`config.mk`:
```
export PLATFORM = sky130hd
export DESIGN_NAME = lmsm_decode_stage
export DESIGN_NICKNAME = d
export VERILOG_FILES = /design/src/rtl/lmsm_decode_stage.sv
export SDC_FILE = /design/constraint.sdc
export NUM_CORES = 1
export LEC_CHECK = 0
export BUFFER_PORTS_ARGS = -buffer_cell sky130_fd_sc_hd__buf_2
export CELL_PAD_IN_SITES_DETAIL_PLACEMENT = 0
export CELL_PAD_IN_SITES_GLOBAL_PLACEMENT = 2
export CORE_MARGIN = 1.5
export CORE_UTILIZATION = 32
export DETAILED_ROUTE_END_ITERATION = 7
export PLACE_DENSITY = 0.89
export SYNTH_ARGS = -nofsm -noshare
export SYNTH_HDL_FRONTEND = slang
export SYNTH_SLANG_ARGS = --single-unit
export TNS_END_PERCENT = 30
```
`constraint.sdc`:
```
create_clock -name clk -period 4.35 [get_ports clk]
set_input_delay 0.6525 -clock clk [delete_from_list [all_inputs] [get_ports clk]]
set_output_delay 0.6525 -clock clk [all_outputs]
set_load 0.02 [all_outputs]
```
`src/rtl/lmsm_decode_stage.sv`:
```
// -----------------------------------------------------------------------------
// lmsm_decode_stage
//
// Registered instruction-decode stage for the IITB-RISC pipeline. Each accepted
// instruction word is decoded into a control bundle held in an output register.
// LM/SM instructions are expanded into one micro-op per set bit of the register
// list (lowest bit first). Upstream is stalled while the expansion runs.
//
// Optional feature (compile-time macro LMSM_DEC_HALT_STICKY_EN):
//   defined   - once the HALT bundle transfers downstream the stage parks in
//               HALTED (halted=1, in_ready=0) until rst_n is asserted.
//   undefined - HALT is an ordinary single bundle and halted is tied to 0.
//
// Ports:
//   clk, rst_n              clock (rising edge), async active-low reset
//   in_valid/in_ready       upstream handshake, iw + in_pc payload
//   flush                   kill held output and any in-progress expansion
//   out_valid/out_ready     downstream handshake
//   out_iw, out_pc          held instruction word and its PC
//   r_type .. jump          decoded control fields
//   out_reg_idx, out_offset LM/SM micro-op register index and word offset
//   out_first, out_last     first / last micro-op of an instruction
//   halted                  stage is halted (sticky build only)
//   dbg_state               FSM state: 0 IDLE, 1 EXPAND, 2 HALTED
//
// Handshake: a transfer happens on a rising edge where valid and ready are
// both 1. A producer keeps valid and its payload stable until the transfer;
// ready never depends on valid on the same side.
// -----------------------------------------------------------------------------
module lmsm_decode_stage #(
  parameter int IW_W   = 16,
  parameter int PC_W   = 16,
  parameter int NREG   = 8,
  parameter int RIDX_W = $clog2(NREG)
) (
  input  logic              clk,
  input  logic              rst_n,
  input  logic              in_valid,
  output logic              in_ready,
  input  logic [IW_W-1:0]   iw,
  input  logic [PC_W-1:0]   in_pc,
  input  logic              flush,
  output logic              out_valid,
  input  logic              out_ready,
  output logic [IW_W-1:0]   out_iw,
  output logic [PC_W-1:0]   out_pc,
  output logic              r_type,
  output logic              w_reg,
  output logic              w_mem,
  output logic              sel69,
  output logic              lhi,
  output logic              lw_sr,
  output logic              mem_ans,
  output logic              stop,
  output logic [1:0]        rd_sel,
  output logic [2:0]        alu_op,
  output logic [1:0]        lmstart,
  output logic [1:0]        jump,
  output logic [RIDX_W-1:0] out_reg_idx,
  output logic [RIDX_W-1:0] out_offset,
  output logic              out_first,
  output logic              out_last,
  output logic              halted,
  output logic [1:0]        dbg_state
);

  typedef enum logic [1:0] {
    S_IDLE   = 2'd0,
    S_EXPAND = 2'd1,
    S_HALTED = 2'd2
  } state_t;

  typedef struct packed {
    logic       r_type;
    logic       w_reg;
    logic       w_mem;
    logic       sel69;
    logic       lhi;
    logic       lw_sr;
    logic       mem_ans;
    logic       stop;
    logic [1:0] rd_sel;
    logic [2:0] alu_op;
    logic [1:0] lmstart;
    logic [1:0] jump;
  } ctrl_t;

  state_t            state, state_nx;
  ctrl_t             dec, ctrl_q;
  logic [NREG-1:0]   mask;
  logic [3:0]        opcode;
  logic [NREG-1:0]   in_list;
  logic              in_lmsm_go;
  logic [RIDX_W-1:0] in_idx, m_idx;
  logic [NREG-1:0]   in_rest, m_rest;
  logic              accept, load;

  // Index of the lowest set bit (0 when m is empty).
  function automatic logic [RIDX_W-1:0] low_idx(input logic [NREG-1:0] m);
    logic [RIDX_W-1:0] r;
    r = '0;
    for (int i = NREG - 1; i >= 0; i--) begin
      if (m[i]) r = RIDX_W'(i);
    end
    return r;
  endfunction

  // m with its lowest set bit cleared.
  function automatic logic [NREG-1:0] clr_low(input logic [NREG-1:0] m);
    return m & (m - NREG'(1));
  endfunction

  assign opcode  = iw[IW_W-1 -: 4];
  assign in_list = iw[NREG-1:0];

  // ---------------------------------------------------------------------------
  // Instruction decode
  // ---------------------------------------------------------------------------
  always_comb begin
    dec = '0;
    if (iw == {IW_W{1'b1}}) begin
      // HALT takes precedence over the opcode table (opcode 1111 otherwise NOP)
      dec.lhi     = 1'b1;
      dec.alu_op  = 3'b111;
      dec.mem_ans = 1'b1;
      dec.stop    = 1'b1;
    end else begin
      case (opcode)
        4'b0000: begin
          if (iw[1:0] != 2'b11) begin
            dec.rd_sel  = 2'b10;
            dec.w_reg   = 1'b1;
            dec.mem_ans = 1'b1;
            case (iw[1:0])
              2'b00:   dec.alu_op = 3'b001;
              2'b01:   dec.alu_op = 3'b011;
              default: dec.alu_op = 3'b010;
            endcase
          end
        end
        4'b0010: begin
          if (iw[1:0] != 2'b11) begin
            dec.rd_sel  = 2'b10;
            dec.w_reg   = 1'b1;
            dec.mem_ans = 1'b1;
            case (iw[1:0])
              2'b00:   dec.alu_op = 3'b100;
              2'b01:   dec.alu_op = 3'b110;
              default: dec.alu_op = 3'b101;
            endcase
          end
        end
        4'b0001: begin
          dec.r_type  = 1'b1;
          dec.rd_sel  = 2'b01;
          dec.w_reg   = 1'b1;
          dec.alu_op  = 3'b001;
          dec.mem_ans = 1'b1;
        end
        4'b0100: begin
          dec.r_type = 1'b1;
          dec.w_reg  = 1'b1;
          dec.lw_sr  = 1'b1;
        end
        4'b0101: begin
          dec.r_type = 1'b1;
          dec.w_mem  = 1'b1;
          dec.lw_sr  = 1'b1;
        end
        4'b1100: begin
          dec.alu_op  = 3'b111;
          dec.mem_ans = 1'b1;
          dec.jump    = 2'b01;
        end
        4'b1000: begin
          dec.r_type  = 1'b1;
          dec.w_reg   = 1'b1;
          dec.sel69   = 1'b1;
          dec.alu_op  = 3'b111;
          dec.mem_ans = 1'b1;
          dec.jump    = 2'b10;
        end
        4'b1001: begin
          dec.w_reg   = 1'b1;
          dec.alu_op  = 3'b111;
          dec.mem_ans = 1'b1;
          dec.jump    = 2'b11;
        end
        4'b0011: begin
          dec.r_type  = 1'b1;
          dec.w_reg   = 1'b1;
          dec.sel69   = 1'b1;
          dec.lhi     = 1'b1;
          dec.alu_op  = 3'b111;
          dec.mem_ans = 1'b1;
        end
        4'b0110: begin
          // empty list: single bundle with no register write
          dec.rd_sel  = 2'b11;
          dec.w_reg   = |in_list;
          dec.lhi     = 1'b1;
          dec.alu_op  = 3'b111;
          dec.lmstart = 2'b11;
        end
        4'b0111: begin
          dec.rd_sel  = 2'b11;
          dec.w_mem   = |in_list;
          dec.lhi     = 1'b1;
          dec.alu_op  = 3'b111;
          dec.lmstart = 2'b10;
        end
        default: dec = '0;
      endcase
    end
  end

  // LM/SM micro-op selection: for the incoming word and for the pending mask
  assign in_lmsm_go = ((opcode == 4'b0110) || (opcode == 4'b0111)) && (|in_list);
  assign in_idx     = in_lmsm_go ? low_idx(in_list) : '0;
  assign in_rest    = in_lmsm_go ? clr_low(in_list) : '0;
  assign m_idx      = low_idx(mask);
  assign m_rest     = clr_low(mask);

  assign accept = in_valid && in_ready;
  // next micro-op enters whenever the output slot is free or being drained
  assign load   = (state == S_EXPAND) && (!out_valid || out_ready) && !flush;

  // ---------------------------------------------------------------------------
  // FSM: state register
  // ---------------------------------------------------------------------------
  always_ff @(posedge clk or negedge rst_n) begin
    if (!rst_n) state <= S_IDLE;
    else        state <= state_nx;
  end

  // FSM: next state
  always_comb begin
    state_nx = state;
    case (state)
      S_IDLE: begin
        if (accept && (in_rest != '0)) state_nx = S_EXPAND;
      end
      S_EXPAND: begin
        if (flush)                        state_nx = S_IDLE;
        else if (load && (m_rest == '0))  state_nx = S_IDLE;
      end
      S_HALTED: state_nx = S_HALTED;
      default:  state_nx = S_IDLE;
    endcase
`ifdef LMSM_DEC_HALT_STICKY_EN
    if ((state != S_HALTED) && out_valid && out_ready && ctrl_q.stop)
      state_nx = S_HALTED;
`endif
  end

  // FSM: outputs
  always_comb begin
    in_ready  = (state == S_IDLE) && (!out_valid || out_ready) && !flush;
    dbg_state = state;
`ifdef LMSM_DEC_HALT_STICKY_EN
    // nothing may follow a HALT into the output slot on its transfer edge
    if (out_valid && ctrl_q.stop) in_ready = 1'b0;
    halted = (state == S_HALTED);
`else
    halted = 1'b0;
`endif
  end

  // ---------------------------------------------------------------------------
  // Output register and pending LM/SM mask
  // ---------------------------------------------------------------------------
  always_ff @(posedge clk or negedge rst_n) begin
    if (!rst_n) begin
      out_valid   <= 1'b0;
      out_iw      <= '0;
      out_pc      <= '0;
      ctrl_q      <= '0;
      out_reg_idx <= '0;
      out_offset  <= '0;
      out_first   <= 1'b0;
      out_last    <= 1'b0;
      mask        <= '0;
    end else if (flush) begin
      // payload is left as-is; only validity and pending work are killed
      out_valid <= 1'b0;
      mask      <= '0;
    end else if (accept) begin
      out_valid   <= 1'b1;
      out_iw      <= iw;
      out_pc      <= in_pc;
      ctrl_q      <= dec;
      out_reg_idx <= in_idx;
      out_offset  <= '0;
      out_first   <= 1'b1;
      out_last    <= (in_rest == '0);
      mask        <= in_rest;
    end else if (load) begin
      // instruction fields stay put; only the micro-op fields advance
      out_valid   <= 1'b1;
      out_reg_idx <= m_idx;
      out_offset  <= out_offset + RIDX_W'(1);
      out_first   <= 1'b0;
      out_last    <= (m_rest == '0);
      mask        <= m_rest;
    end else if (out_valid && out_ready) begin
      out_valid <= 1'b0;
    end
  end

  assign r_type  = ctrl_q.r_type;
  assign w_reg   = ctrl_q.w_reg;
  assign w_mem   = ctrl_q.w_mem;
  assign sel69   = ctrl_q.sel69;
  assign lhi     = ctrl_q.lhi;
  assign lw_sr   = ctrl_q.lw_sr;
  assign mem_ans = ctrl_q.mem_ans;
  assign stop    = ctrl_q.stop;
  assign rd_sel  = ctrl_q.rd_sel;
  assign alu_op  = ctrl_q.alu_op;
  assign lmstart = ctrl_q.lmstart;
  assign jump    = ctrl_q.jump;

endmodule

```
**Word level (Yosys, flattened, before mapping)**

Cells that the tools add are included.

- Flip-flop bits (word level): 68
- Input bits: 37
- Output and inout port bits: 62
- Logic and storage cells: 139

- Add/sub/neg operators: 3
- Eq/ne operators: 17
- Multiplexer cells: 60
- Bitwise operators: 3
- Reductions and logical operators: 35

Operators with widths:

| cell | number |
|---|---|
| two-way mux 3 bit | 22 |
| two-way mux 8 bit | 4 |
| AND 8 bit | 2 |
| equality test 16 bit (second input constant) | 1 |
| equality test 4 x 3 -> 1 bit (second input constant) | 4 |
| logical NOT 8 bit | 2 |
| subtractor 8 x 1 -> 8 bit (second input constant) | 2 |
| two-way mux 1 bit | 15 |
| OR reduction 5 bit | 3 |
| equality test 4 bit (second input constant) | 3 |
| case mux 2 bit (2 select lines) | 3 |
| case mux 2 bit (3 select lines) | 2 |
| case mux 3 bit (4 select lines) | 1 |
| two-way mux 2 bit | 5 |
| two-way mux 5 bit | 2 |
| logical AND 1 bit | 9 |
| equality test 4 x 2 -> 1 bit (second input constant) | 2 |
| two-way mux 4 bit | 2 |
| case mux 2 bit (4 select lines) | 1 |
| nonzero test 8 bit | 1 |
| OR reduction 2 bit | 4 |
| OR reduction 8 bit | 1 |
| AND reduction 2 bit | 3 |
| OR reduction 6 bit | 1 |
| other kinds (17) | 23 |

**Logic depth before layout (Yosys ltp)**

- Depth in word-level cells: 10
- Gate-level depth with buffers: 7

**Worst setup path after synthesis**

Ideal clock, no wire load.

- Path type: input port to flip-flop
- Start: input port iw[1]
- End: register state[0], in the netlist dbg_state[0]
- Arrival: 1.991 ns
- Data required time: 4.230 ns
- Slack: 2.239 ns
- Cell stages on the path: 5
- Path through: or4_1 o41ai_1 a21boi_0 o22ai_1 a31o_2

- Word-level cells in the longest chain between the ends: 7
- Elaborated cells on any way between the ends: 9
- Classes of those cells: add/sub: 1; eq/ne: 1; mux: 1; bitwise: 1; reduce/logical: 5

RTL lines:

| item | line | source |
|---|---|---|
| start: declaration | 40 | `input logic [IW_W-1:0] iw,` |
| subtractor 8 x 1 -> 8 bit or OR reduction 8 bit (tied branches) | 110, 218 |  |
| AND 8 bit or logical AND 1 bit (tied branches) | 110, 218 |  |
| two-way mux 8 bit * | 220 | `assign in_rest = in_lmsm_go ? clr_low(in_list) : '0;` |
| nonzero test 8 bit * | 241 | `if (accept && (in_rest != '0)) state_nx = S_EXPAND;` |
| logical AND 1 bit * | 241 |  |
| inequality test 2 bit (no line) * | -- |  |
| AND reduction 2 bit (no line) * | -- |  |
| end signal: assignment | 233 | `else state <= state_nx;` |
| end: declaration | 88 | `state_t state, state_nx;` |

Mark *: on every way between the ends. The rest lies on a longest branch, timed or not.
A chain may end at the register's enable or synchronous reset.

**Worst setup path after layout**

- Start: input port flush
- End: register out_last

- Word-level cells in the longest chain between the ends: 5
- Elaborated cells on any way between the ends: 8
- Classes of those cells: mux: 1; bitwise: 1; reduce/logical: 6

RTL lines:

| item | line | source |
|---|---|---|
| start: declaration | 42 | `input logic flush,` |
| logical NOT 1 bit | 226, 258 |  |
| logical AND 1 bit | 258 | `in_ready = (state == S_IDLE) && (!out_valid \|\| out_ready) && !flush;` |
| logical AND 1 bit | 224 | `assign accept = in_valid && in_ready;` |
| nonzero test 2 bit (no line) | -- |  |
| AND reduction 2 bit (no line) | -- |  |
| end signal: assignment | 295 | `out_last <= (in_rest == '0);` |
| end signal: assignment | 303 | `out_last <= (m_rest == '0);` |
| end: declaration | 62 | `output logic out_last,` |

Parallel ways exist; a longest one is shown, timed or not.

==> results_dict.tcl <==
set metrics [dict create \
    run_status "completed" \
    antenna_found_initial 0 \
    diodes 0 \
    vdd_ir_drop_max_v 0.000168 \
    synthFlopType "dfrtp_1" \
    numCtsBuffers 9 \
    syn_area_um2 3220 \
    yosysWarningCount 0 \
    rows 36 \
    whs_endpoint "jump[1]" \
    num_vias 2882 \
    via_per_inst 4.91 \
    grt_pass1_vias 2714 \
    fin_total_pwr_mw 1.77 \
    synth_top_area_cell "dfrtp_1" \
    hold_violations 0 \
    fin_crit_sh_pct 55.3 \
    antenna_left 0 \
    crit_path_max_incr_delay_ns 0.79 \
    num-fill-cells 1025 \
    finClkSkew_ns 0.00984 \
    rrSetupSlack_ns 1.99 \
    synth_edf_count 0 \
    final_layout_size_suffix_gt1_share_pct 27.3 \
    io_buffers 97 \
    setup.worst_path.start_class "primary input" \
    cts_tree "built" \
    wl_per_cell_um 15.2 \
    ys_seq_elements 67 \
    post-route-util_pct 41.3 \
    finalMaxSlewViolations 0 \
    path_class "in -> reg" \
    p_leak_nw 2.05 \
    die_y_um 103 \
    final_nets 491 \
    synth_fp_nets 403 \
    synth_area_leaders "dfrtp_1 52%, nand2_1 12%, o21ai_0 3.4%, nor2_1 2.9%, o31ai_1 2.1%" \
    holdPathStages 2 \
    die_w_um 103 \
    timing.rr.start "dbg_state[1]" \
    grt-ovfl-total 0 \
    routed_wl_um 8910 \
    critical_path.top_delay_family "simple AND/OR/NAND/NOR gates" \
    worst_path_max_delay_cell "or3_2" \
    htree_levels 3 \
    powerDensity_nw_per_um2 438 \
    area_delta_synth_final_pct 25.4 \
    cp.buffers_inverters 1 \
    worstSkewPairLatency_ns 0.34 \
    coreArea_um2 9770 \
    setup_violations 0 \
    ys_seq_area_share_pct 52.1 \
    syn_inst 361 \
    grt_pass1_wl_um 14200 \
    hold_buffers 0 \
    end_kind "flop" \
    r2r_cells 5 \
    maxCapViolCount 0 \
    worstHoldPathType "reg -> reg" \
    cp_cell_sequence "buf_2, or2_4, or3_2, or2_1, o22ai_1, a311oi_1" \
    critPathMaxFanout 34 \
    reg.largest.list "out_iw (16), out_pc (16), mask (7)" \
    avgSynthCellArea_um2 8.92 \
    path_depth 6 \
    synth_cell_types 54 \
    yosysTopAreaCellShare_pct 52.1 \
    dp_hpwl_um 6410 \
    gp_congestion 0.803 \
    max_slew.worst_pin.slew_ns 0.982 \
    crit_required_ns 4.55 \
    post_cts_buffers 0 \
    fin_tns_setup_ns 0 \
    async_flop_share_pct 100 \
    hold_ws_ns 0.472 \
    fmax_mhz 415 \
    pin_count 99 \
    rsz0062_at_grt "no" \
    maxSlewHeadroom_pct 34.5 \
    drtPass1Iterations 4 \
    min_from "jump[1]" \
    ctsResizeCount 0 \
    ctsLongestPathBuffers 2 \
    r2r-end "out_last" \
    start_util_pct 32.9 \
    cp.arrival_ns 2.60 \
    die_area_um2 10700 \
    clk_pin_slew_worst_paths_ns 0.07 \
    cts_sinks 67 \
    drcViolationCount 0 \
    drt_iter0_markers 119 \
    track_usage_pct 17.3 \
    min_period_ns 2.41 \
    cts_root_buffer "clkbuf_8" \
    grt_max_degree 45 \
]
[cell families after synthesis]
logic type,share of synthesized area [%]
simple gates,23.3
compound gates,17.1
flops,52.1
buf+inv,4.23
fa+ha+maj,2.25
xor+xnor,0.544
other cells,0.116
mux,0.311
[cell usage in the layout, fill, tap and decap left out, types with 3 or more instances in the layout]
cell type / instances
a2111oi_0: 3
a211o_1: 3
a21oi_1: 12
a22o_1: 3
a32o_1: 4
buf_2: 97
buf_4: 3
bufinv_16: 3
clkbuf_8: 10
dfrtp_1: 67
ha_1: 5
inv_1: 9
nand2_1: 103
nand2b_1: 8
nand3_1: 5
nand4_1: 3
nor2_1: 25
nor2b_1: 4
nor3_1: 8
nor4_1: 4
o21ai_0: 22
o22ai_1: 3
o31ai_1: 9
[layer usage]
layer,vias to the layer above,GRT usage (%),wire length [um]
met2,79,24.7,3860
met3,6,3.76,373
met4,0,5.82,91
met1,1378,25.9,4580
met5,-,0,0
li1,1419,-,-
[Yosys cell counts, types with 4 or more instances]
| master | count |
|---|---|
| nand2_1 | 103 |
| dfrtp_1 | 67 |
| nor2_1 | 25 |
| o21ai_0 | 22 |
| clkbuf_1 | 15 |
| a21oi_1 | 12 |
| inv_1 | 9 |
| nor3_1 | 9 |
| o31ai_1 | 9 |
| nand2b_1 | 8 |
| ha_1 | 5 |
| nand3_1 | 5 |
| a32o_1 | 4 |
| buf_2 | 4 |
| nor2b_1 | 4 |
| nor4_1 | 4 |
[final cells by class]
type	count	area (um2)	area share, %
sequential	67	1680	41.5
multi-input combinational	262	1410	35.0
timing repair buffer	100	508	12.6
tap	133	166	4.12
clock buffer	11	141	3.50
clock inverter	5	100	2.48
inverter	9	33.8	0.836
[how the worst max path moves through the flow]
stage,slack [ns],start,end
after floorplan,2.24,iw[1],dbg_state[0]
after global placement,1.66,flush,alu_op[1]
after detailed placement,1.59,flush,out_last
after CTS,1.96,flush,alu_op[0]
after global routing,1.82,flush,alu_op[1]
final,1.94,flush,out_last
[power breakdown]
part           total [mW]  leakage, nW  switching (mW)  internal (mW)
clock network       0.634        0.123           0.239          0.395
logic               0.384         1.08           0.257          0.127
registers           0.751        0.850          0.0463          0.705
[worst min-delay path: cells and delay by family (launching register included)]
| family | cells | cell delay [ns] |
|---|---|---|
| simple gates | 1 | 0.05 |
| flops | 1 | 0.34 |
| compound gates | 1 | 0.05 |
[through the flow]
stage	setup WS [ns]	instances	cell area, um2
2_1_floorplan	2.24	361	3220
3_3_place_gp	1.66	571	3800
3_5_place_dp	1.59	571	3800
4_1_cts	1.96	587	4040
5_1_grt	1.82	587	4040
6_report	1.94	587	4040
No activity file was read; power rests on OpenSTA's default activity.
